[src/rtl/bp_nbf_io_responder.sv]
// Memory-mapped I/O responder: a small 64-bit register file behind a fixed
// address window, answering one command per cycle through a one-entry
// response buffer.
//
// Ports
//   clk_i, reset_i        clock; asynchronous active-low reset
//   io_cmd_*_i            command: type (0 rd, 1 wr, 2 done-wr, 3 unsupported),
//                         byte address, log2 size, LSB-justified data, tag
//   io_cmd_v_i            command valid
//   io_cmd_yumi_o         command consumed this cycle (combinational)
//   io_resp_*_o           response: echoed type/addr/size/payload, read data,
//                         error flag
//   io_resp_v_o           response valid
//   io_resp_ready_and_i   response ready
//   done_o                sticky flag set by a successful done-write
//   cmd_count_o           saturating count of accepted commands
module bp_nbf_io_responder #(
  parameter int unsigned els_p = 16,
  parameter int unsigned paddr_width_p = 40,
  parameter logic [paddr_width_p-1:0] base_addr_p = 40'h00_0010_0000,
  parameter int unsigned payload_width_p = 16
) (
  input  logic                       clk_i,
  input  logic                       reset_i,
  input  logic [1:0]                 io_cmd_type_i,
  input  logic [paddr_width_p-1:0]   io_cmd_addr_i,
  input  logic [1:0]                 io_cmd_size_i,
  input  logic [63:0]                io_cmd_data_i,
  input  logic [payload_width_p-1:0] io_cmd_payload_i,
  input  logic                       io_cmd_v_i,
  output logic                       io_cmd_yumi_o,
  output logic [1:0]                 io_resp_type_o,
  output logic [paddr_width_p-1:0]   io_resp_addr_o,
  output logic [1:0]                 io_resp_size_o,
  output logic [63:0]                io_resp_data_o,
  output logic [payload_width_p-1:0] io_resp_payload_o,
  output logic                       io_resp_err_o,
  output logic                       io_resp_v_o,
  input  logic                       io_resp_ready_and_i,
  output logic                       done_o,
  output logic [31:0]                cmd_count_o
);

  localparam int unsigned lg_els_lp = $clog2(els_p);
  localparam logic [paddr_width_p-1:0] win_bytes_lp = paddr_width_p'(8 * els_p);

  typedef enum logic {
    EMPTY = 1'b0,
    FULL  = 1'b1
  } state_e;

  typedef struct packed {
    logic [1:0]                 typ;
    logic [paddr_width_p-1:0]   addr;
    logic [1:0]                 size;
    logic [63:0]                data;
    logic [payload_width_p-1:0] payload;
    logic                       err;
  } resp_s;

  state_e                   state_r, state_n;
  logic                     armed_r;
  logic                     resp_hs_c;
  logic [paddr_width_p-1:0] offset_c;
  logic                     in_win_c, misalign_c, err_c, is_read_c, is_write_c;
  logic [lg_els_lp-1:0]     idx_c;
  logic [5:0]               bit_off_c;
  logic [63:0]              size_mask_c, wmask_c, wdata_c, entry_c, rdata_c;
  logic [63:0]              mem_r [els_p];
  resp_s                    resp_r, resp_n;
  logic                     done_r;
  logic [31:0]              count_r;

  // Command decode: window, alignment, byte lane masks and read/merge data
  always_comb begin
    offset_c    = io_cmd_addr_i - base_addr_p;
    in_win_c    = offset_c < win_bytes_lp;
    idx_c       = io_cmd_addr_i[3 +: lg_els_lp];
    bit_off_c   = {io_cmd_addr_i[2:0], 3'b000};
    size_mask_c = 64'h0000_0000_0000_00FF;
    misalign_c  = 1'b0;
    case (io_cmd_size_i)
      2'd0: begin size_mask_c = 64'h0000_0000_0000_00FF; misalign_c = 1'b0;                end
      2'd1: begin size_mask_c = 64'h0000_0000_0000_FFFF; misalign_c = io_cmd_addr_i[0];    end
      2'd2: begin size_mask_c = 64'h0000_0000_FFFF_FFFF; misalign_c = |io_cmd_addr_i[1:0]; end
      2'd3: begin size_mask_c = 64'hFFFF_FFFF_FFFF_FFFF; misalign_c = |io_cmd_addr_i[2:0]; end
      default: ;
    endcase
    err_c      = ~in_win_c | misalign_c | (io_cmd_type_i == 2'd3);
    is_read_c  = ~err_c & (io_cmd_type_i == 2'd0);
    is_write_c = ~err_c & ((io_cmd_type_i == 2'd1) | (io_cmd_type_i == 2'd2));
    entry_c    = mem_r[idx_c];
    // Aligned accesses never cross the entry, so the shifted masks stay in range
    rdata_c    = (entry_c >> bit_off_c) & size_mask_c;
    wmask_c    = size_mask_c << bit_off_c;
    wdata_c    = (io_cmd_data_i & size_mask_c) << bit_off_c;
  end

  // Response buffer FSM: accept when empty or when the held response drains
  always_comb begin
    state_n       = state_r;
    resp_hs_c     = (state_r == FULL) & io_resp_ready_and_i;
    io_cmd_yumi_o = armed_r & io_cmd_v_i & ((state_r == EMPTY) | resp_hs_c);
    case (state_r)
      EMPTY: if (io_cmd_yumi_o) state_n = FULL;
      FULL:  if (resp_hs_c && !io_cmd_yumi_o) state_n = EMPTY;
    endcase
  end

  // Next response contents, captured on the accept edge
  always_comb begin
    resp_n         = '0;
    resp_n.typ     = io_cmd_type_i;
    resp_n.addr    = io_cmd_addr_i;
    resp_n.size    = io_cmd_size_i;
    resp_n.data    = is_read_c ? rdata_c : 64'd0;
    resp_n.payload = io_cmd_payload_i;
    resp_n.err     = err_c;
  end

  // State, response buffer, done flag and command counter
  always_ff @(posedge clk_i or negedge reset_i) begin
    if (!reset_i) begin
      state_r <= EMPTY;
      armed_r <= 1'b0;
      resp_r  <= '0;
      done_r  <= 1'b0;
      count_r <= '0;
    end else begin
      state_r <= state_n;
      // Holds off acceptance until the first edge after reset release
      armed_r <= 1'b1;
      if (io_cmd_yumi_o) begin
        resp_r <= resp_n;
        if (count_r != 32'hFFFF_FFFF) count_r <= count_r + 32'd1;
        if (is_write_c && (io_cmd_type_i == 2'd2)) done_r <= 1'b1;
      end
    end
  end

  // Storage: byte-lane merge of write data into the addressed entry
  always_ff @(posedge clk_i or negedge reset_i) begin
    if (!reset_i) begin
      for (int unsigned i = 0; i < els_p; i++) mem_r[i] <= '0;
    end else if (io_cmd_yumi_o && is_write_c) begin
      mem_r[idx_c] <= (entry_c & ~wmask_c) | wdata_c;
    end
  end

  assign io_resp_v_o       = (state_r == FULL);
  assign io_resp_type_o    = resp_r.typ;
  assign io_resp_addr_o    = resp_r.addr;
  assign io_resp_size_o    = resp_r.size;
  assign io_resp_data_o    = resp_r.data;
  assign io_resp_payload_o = resp_r.payload;
  assign io_resp_err_o     = resp_r.err;
  assign done_o            = done_r;
  assign cmd_count_o       = count_r;

endmodule

[config.mk]
export PLATFORM = sky130hd
export DESIGN_NAME = bp_nbf_io_responder
export DESIGN_NICKNAME = d
export VERILOG_FILES = /design/src/rtl/bp_nbf_io_responder.sv
export SDC_FILE = /design/constraint.sdc
export NUM_CORES = 2
export LEC_CHECK = 0
export CELL_PAD_IN_SITES_DETAIL_PLACEMENT = 0
export CELL_PAD_IN_SITES_GLOBAL_PLACEMENT = 1
export CORE_UTILIZATION = 43
export CTS_CLUSTER_DIAMETER = 200
export DETAILED_ROUTE_END_ITERATION = 8
export HOLD_SLACK_MARGIN = 0.06
export PLACE_DENSITY_LB_ADDON = 0.1
export SYNTH_ARGS = -nofsm -noshare
export SYNTH_HDL_FRONTEND = slang
export SYNTH_SLANG_ARGS = --single-unit
[constraint.sdc]
create_clock -name clk_i -period 2.3 [get_ports clk_i]
set_input_delay 0.23 -clock clk_i [delete_from_list [all_inputs] [get_ports clk_i]]
set_output_delay 0.23 -clock clk_i [all_outputs]
set_load 0.01 [all_outputs]
; ---- Yosys cells after proc, flatten, opt, wreduce, memory -nomap -nowiden
; Cells that the tools add are included.
[totals]
inputBits = 128
register_bits = 1184
elab_cells = 82
[classes]
reduce_logical = 11
n_addsub = 2
order_cmp = 3
eq_ne = 7
n_bitwise = 18
shifts = 3
mux = 12
[ops]
columns = op, n
row1 = $bwmux W1024, 1
row2 = $bmux W64 S4, 1
row3 = $demux W64 S4, 1
row4 = $mux W64, 4
row5 = $pmux W64 S4, 1
row6 = $and A64 B64 Y64, 3
row7 = $shl A64 B6 Y64, 2
row8 = $not A64 Y64, 1
row9 = $or A64 B64 Y64, 1
row10 = $shr A64 B6 Y64, 1
row11 = $lt A40 B8 Y1 const B, 1
row12 = $sub A40 B21 Y40 const B, 1
row13 = $add A32 B1 Y32 const B, 1
row14 = $ne A32 B32 Y1 const B, 1
row15 = $eq A2 B2 Y1 const B, 4
row16 = $and A1 B1 Y1, 5
row17 = $ge A5 B5 Y1 const B, 1
row18 = $lt A5 B1 Y1 const B, 1
row19 = $not A4 Y5, 1
row20 = $eq A2 B1 Y1 const B, 2
row21 = $logic_and A1 B1 Y1, 4
row22 = $logic_not A2 Y1, 2
row23 = $or A1 B1 Y1, 4
row24 = $pmux W1 S4, 1
row25 = 7 further kinds, 11

; ---- Logic depth before layout (Yosys ltp)
[depth]
ltp_word = 9
mapped_depth = 12

; ---- Worst setup path after synthesis
; No wires, ideal clock.
[synth_path]
kind = input -> register
startpoint = input port io_cmd_addr_i[3]
endpoint = register mem_r[456] in the netlist's numbering
required_time_ns = 2.165
arrival_ns = 2.535
n_path_buf = 5
stages = 10
setup_slack_ns = -0.370
path_cell_list = buf_4 buf_6 buf_4 buf_2 mux4_2 a22oi_1 nand2_1 a22oi_1 clkbuf_1 o21ai_0
[synth_between]
elab_chain_cells = 8
elab_cells_between_ends = 20
cone_classes = 1 x add/sub / 3 x order compare / 6 x mux / 8 x bitwise / 2 x reduce/logical
[synth_lines]
columns = element, line
row1 = "start, declared", 26  ; input logic [paddr_width_p-1:0] io_cmd_addr_i,
row2 = $sub A40 B21 Y40, 76  ; offset_c = io_cmd_addr_i - base_addr_p;
row3 = $lt A40 B8 Y1, 77  ; in_win_c = offset_c < win_bytes_lp;
row4 = $not A1 Y1, 89  ; err_c = ~in_win_c | misalign_c | (io_cmd_type_i == 2'd3);
row5 = $or A1 B1 Y1 (2 in a row), 89
row6 = $not A1 Y1, 91  ; is_write_c = ~err_c & ((io_cmd_type_i == 2'd1) | (io_cmd_type_i == 2'd2));
row7 = $and A1 B1 Y1, 91
row8 = $logic_and A1 B1 Y1, 145  ; end else if (io_cmd_yumi_o && is_write_c) begin
row9 = "end signal, assigned by index", 146  ; mem_r[idx_c] <= (entry_c & ~wmask_c) | wdata_c;
row10 = "end, declared", 69  ; logic [63:0] mem_r [els_p];
; Several ways; a longest one is shown, not always the timed one. The select of a mux whose other input is x is not followed.
; A chain may end at the register's enable or synchronous reset.

; ---- Final worst setup path
[layout_path]
startpoint = register mem_r[753] in the netlist's numbering
endpoint = register resp_r (netlist bit io_resp_data_o[1])
[layout_between]
elab_chain_cells = 6
[layout_lines]
columns = element, line
row1 = $bmux W64 S4, 92  ; entry_c = mem_r[idx_c];
row2 = $mux W64 (not written as such) (2 in a row), 92
row3 = $shr A64 B6 Y64, 94  ; rdata_c = (entry_c >> bit_off_c) & size_mask_c;
row4 = $and A64 B64 Y64, 94
row5 = $mux W64, 116  ; resp_n.data = is_read_c ? rdata_c : 64'd0;
row6 = "end signal, assigned", 134  ; resp_r <= resp_n;
row7 = "end, declared", 70  ; resp_s resp_r, resp_n;
; No other way between the ends. The select of a mux whose other input is x is not followed.

==> impl_metrics.json <==
{
  "syn_area_sq_um": 54200,
  "synth-compound-area-share_pct": 16.0,
  "final_hold_viol_count": 0,
  "h-tree-depth": 4,
  "hold_ws_ps": 77.8,
  "grt.total_usage_pct": 35.3,
  "clock_latency_ps": 800,
  "crit_required_ps": 2970,
  "min_period_over_period_pct": 109,
  "grt_pass1_wl_mm": 324,
  "synth_fa_ha_area_share_pct": 0.0924,
  "synthSimpleGateAreaFrac_pct": 12.1,
  "cp-startpoint": "mem_r[753]",
  "min_from": "io_cmd_type_i[1]",
  "postSynthCellCount": 5238,
  "hold_class": "primary input to register",
  "first_iter_violations": 5540,
  "fin_skew_ps": 32.9,
  "critical_path_class": "register to register",
  "syn_nets": 5370,
  "nNetsFinal": 6241,
  "worst_pin_slew_ps": 1120,
  "finalPower_mw": 49.3,
  "die_area_sq_um": 127000,
  "port-buffer-count": 287,
  "violations": "negative setup slack",
  "slew_viol_final": 0,
  "die_w_um": 357,
  "clock_tree.buffer_depth": 3,
  "rrSetupSlack_ps": -210,
  "ys_types": 69,
  "drtPass1Iterations": 6,
  "final_common_cell": "dfrtp_1",
  "vias": 47900,
  "multi_input_area_sq_um": 24000,
  "drive_gt1_share_pct": 28.7,
  "rows": 129,
  "seqPwrFrac_pct": 43.0,
  "p_int_mw": 36.6,
  "grt-ovfl-total": 0,
  "cts_root_buf": "clkbuf_16",
  "leakage_nw": 33.5,
  "grt_pass1_vias": 44900,
  "p_switching_mw": 12.7,
  "swShare_pct": 25.8,
  "synth.mux.area_fraction_pct": 11.9,
  "fmax_ghz": 0.398,
  "syn_to_final_growth_pct": 39.2,
  "cts_tree": "done",
  "drt.antenna.violating_nets": 0,
  "setup_slack_ps": -214,
  "clk_pin_slew_ps": 60,
  "ys_async_sr_fraction_pct": 100,
  "synth-edff-count": 0,
  "setup_viol": 767,
  "cp.arrival_ps": 3180,
  "rsz0062_at_grt": "yes",
  "regArea_sq_um": 29600,
  "grt_max_degree": 106,
  "avgSynthCellArea_sq_um": 10.3,
  "ys_seq_area_share_pct": 54.7,
  "powerDensity_nw_per_um2": 654,
  "end_kind": "register",
  "startpoint_type": "register",
  "antenna_found_initial": 9,
  "synth_top_family_by_area": "compound AO/OA/AOI/OAI gates",
  "die_h_um": 357,
  "combinationalPowerShare_pct": 11.6,
  "layout_common_cells": "1184 x dfrtp_1, 1181 x nand2_1, 503 x o21ai_0, 498 x buf_4, 481 x o21ai_1",
  "ios": 288,
  "cap_violations": 0,
  "dp_slack_ps": -998,
  "yosysWarnings": 0,
  "min_period_ps": 2510,
  "gp_congestion": 0.956,
  "max_slew_margin_pct": 25.3,
  "core-area_sq_um": 124000,
  "cts_sinks": 1184,
  "routed_via_density": 6.10,
  "status": "complete, but fails checks",
  "synthFlopType": "dfrtp_1",
  "cp_max_fo": 2,
  "totalWireLength_mm": 244,
  "crit-reg2reg-launch": "mem_r[753]",
  "synth-xor-area-share_pct": 0.517,
  "synth-seq-cells": 1184,
  "drcViolationCount": 0,
  "pwr-share-clk_pct": 45.5,
  "wire_per_inst_um": 31.1,
  "cts_buffers": 137,
  "vdd_drop_max_uv": 828,
  "dp_hpwl_mm": 135,
  "nFillCells": 10200,
  "initial_core_util_pct": 43.6,
  "final.setup.tns_ps": -61470
}
-- cells by family (layout without fill, tap and decap cells) --
group | Yosys count | in the layout
adders and majority gates | 4 | 4
muxes | 365 | 365
DFF | 1184 | 1184
buffers and inverters | 487 | 1462
xor gates and xnor gates | 32 | 32
other | 1 | 3
and+or+nand+nor | 1630 | 1630
AOI/OAI and AO/OA | 1535 | 1535
-- sequential cells by signal (all words and copies together) (netlist names) --
name,cells
done_o,1
io_resp_v_o,1
io_resp_size_o,2
io_resp_payload_o,16
io_resp_err_o,1
io_resp_data_o,64
io_resp_type_o,2
io_resp_addr_o,40
mem_r,1024
cmd_count_o,32
armed_r,1
-- per-layer routing --
layer | wire length, um | GRT usage [%] | up-vias | share of wire, %
li1 | - | - | 20300 | -
met1 | 97100 | 49.5 | 24200 | 40
met2 | 107000 | 53.6 | 2687 | 44
met3 | 27000 | 7.34 | 656 | 11
met4 | 12800 | 13.9 | 10 | 5.2
met5 | 119 | 0 | - | 0.049
-- synth_stat cells, drive strengths merged, types with 4 or more instances --
master     n  share of area, %
dfrtp   1184                55
o21ai   1105                10
mux2i    102               1.9
o22a      15              0.24
a22o      27              0.44
o32ai      9              0.15
nand2b     5             0.058
nand2   1361               9.4
or3        5             0.058
and2       6             0.069
o221a      8              0.17
and4       8              0.13
a32oi     16              0.26
or2       10              0.12
a22oi     89               1.2
inv       15              0.10
xnor2     24              0.39
o32a       4             0.074
nor4       9              0.12
a21oi    106              0.98
nor2b     20              0.23
clkbuf   243               1.7
and3       4             0.046
o22ai     53              0.61
nand3     46              0.51
nor2     107              0.74
o211ai    24              0.33
nand4     10              0.12
o221ai     9              0.15
a211oi     5             0.078
ha         4             0.092
nor3b     11              0.15
a221oi    35              0.57
mux4     220               9.1
o21a       6             0.083
a221o      6              0.11
buf      228               2.9
mux2      43              0.89
nor3      20              0.18
xor2       8              0.13
-- cell type report --
type | instances | area share (%)
Sequential cell | 1184 | 39.3
Multi-Input combinational cell | 3567 | 31.8
Timing Repair Buffer | 1203 | 20.0
Clock buffer | 204 | 5.44
Tap cell | 1637 | 2.72
Clock inverter | 39 | 0.693
Inverter | 16 | 0.0796
Antenna cell | 2 | 0.00664
-- power by group through the flow --
stage                     Clock (mW)  Sequential, mW  Combinational, mW
after floorplan                    0            21.7               1.79
final                           22.4            21.2               5.71
after detailed placement           0            21.6               5.36
after CTS                       22.6            21.2               5.55
after global routing            23.5            21.2               5.96
after global placement             0            21.6               5.37
-- critical path, cell delays in order, from the launching register on --
cell and delay, ps:
dfrtp_1 390, mux4_2 500, a22o_1 210, a221o_1 260, a221o_2 410, a21o_1 240
mux2i_1 180, buf_4 160, o21ai_1 50
-- path summary, 6_finish.rpt --
check | to | cells past startpoint
worst max-delay path | io_resp_data_o[1] | 8
worst min-delay path | io_resp_type_o[1] | 5
worst max register to register | io_resp_data_o[1] | 8
worst min register to register | mem_r[908] | 2
max in group asynchronous | mem_r[333] | 4
min in group asynchronous | cmd_count_o[18] | 3
-- per-stage QoR --
step / area [sq um] / std cells / util, %
finish: 75400 / 7852 / 60.7
global route: 75400 / 7850 / 60.7
CTS: 72400 / 7768 / 58.3
detailed placement: 64100 / 7354 / 51.6
global placement: 64100 / 7354 / 51.6
floorplan: 55100 / 5238 / -
-- what timing repair did --
action | in CTS | in global routing
hold endpoints to repair | 1155 | 7
hold buffers | 39 | 7
pin swaps | 51 | 131
buffers inserted | 66 | 14
cloned | 67 | 67
gates resized for setup | 289 | 513
endpoints found under the setup margin | 1048 | 1047
Note: power is estimated with default switching activity, not from simulation.
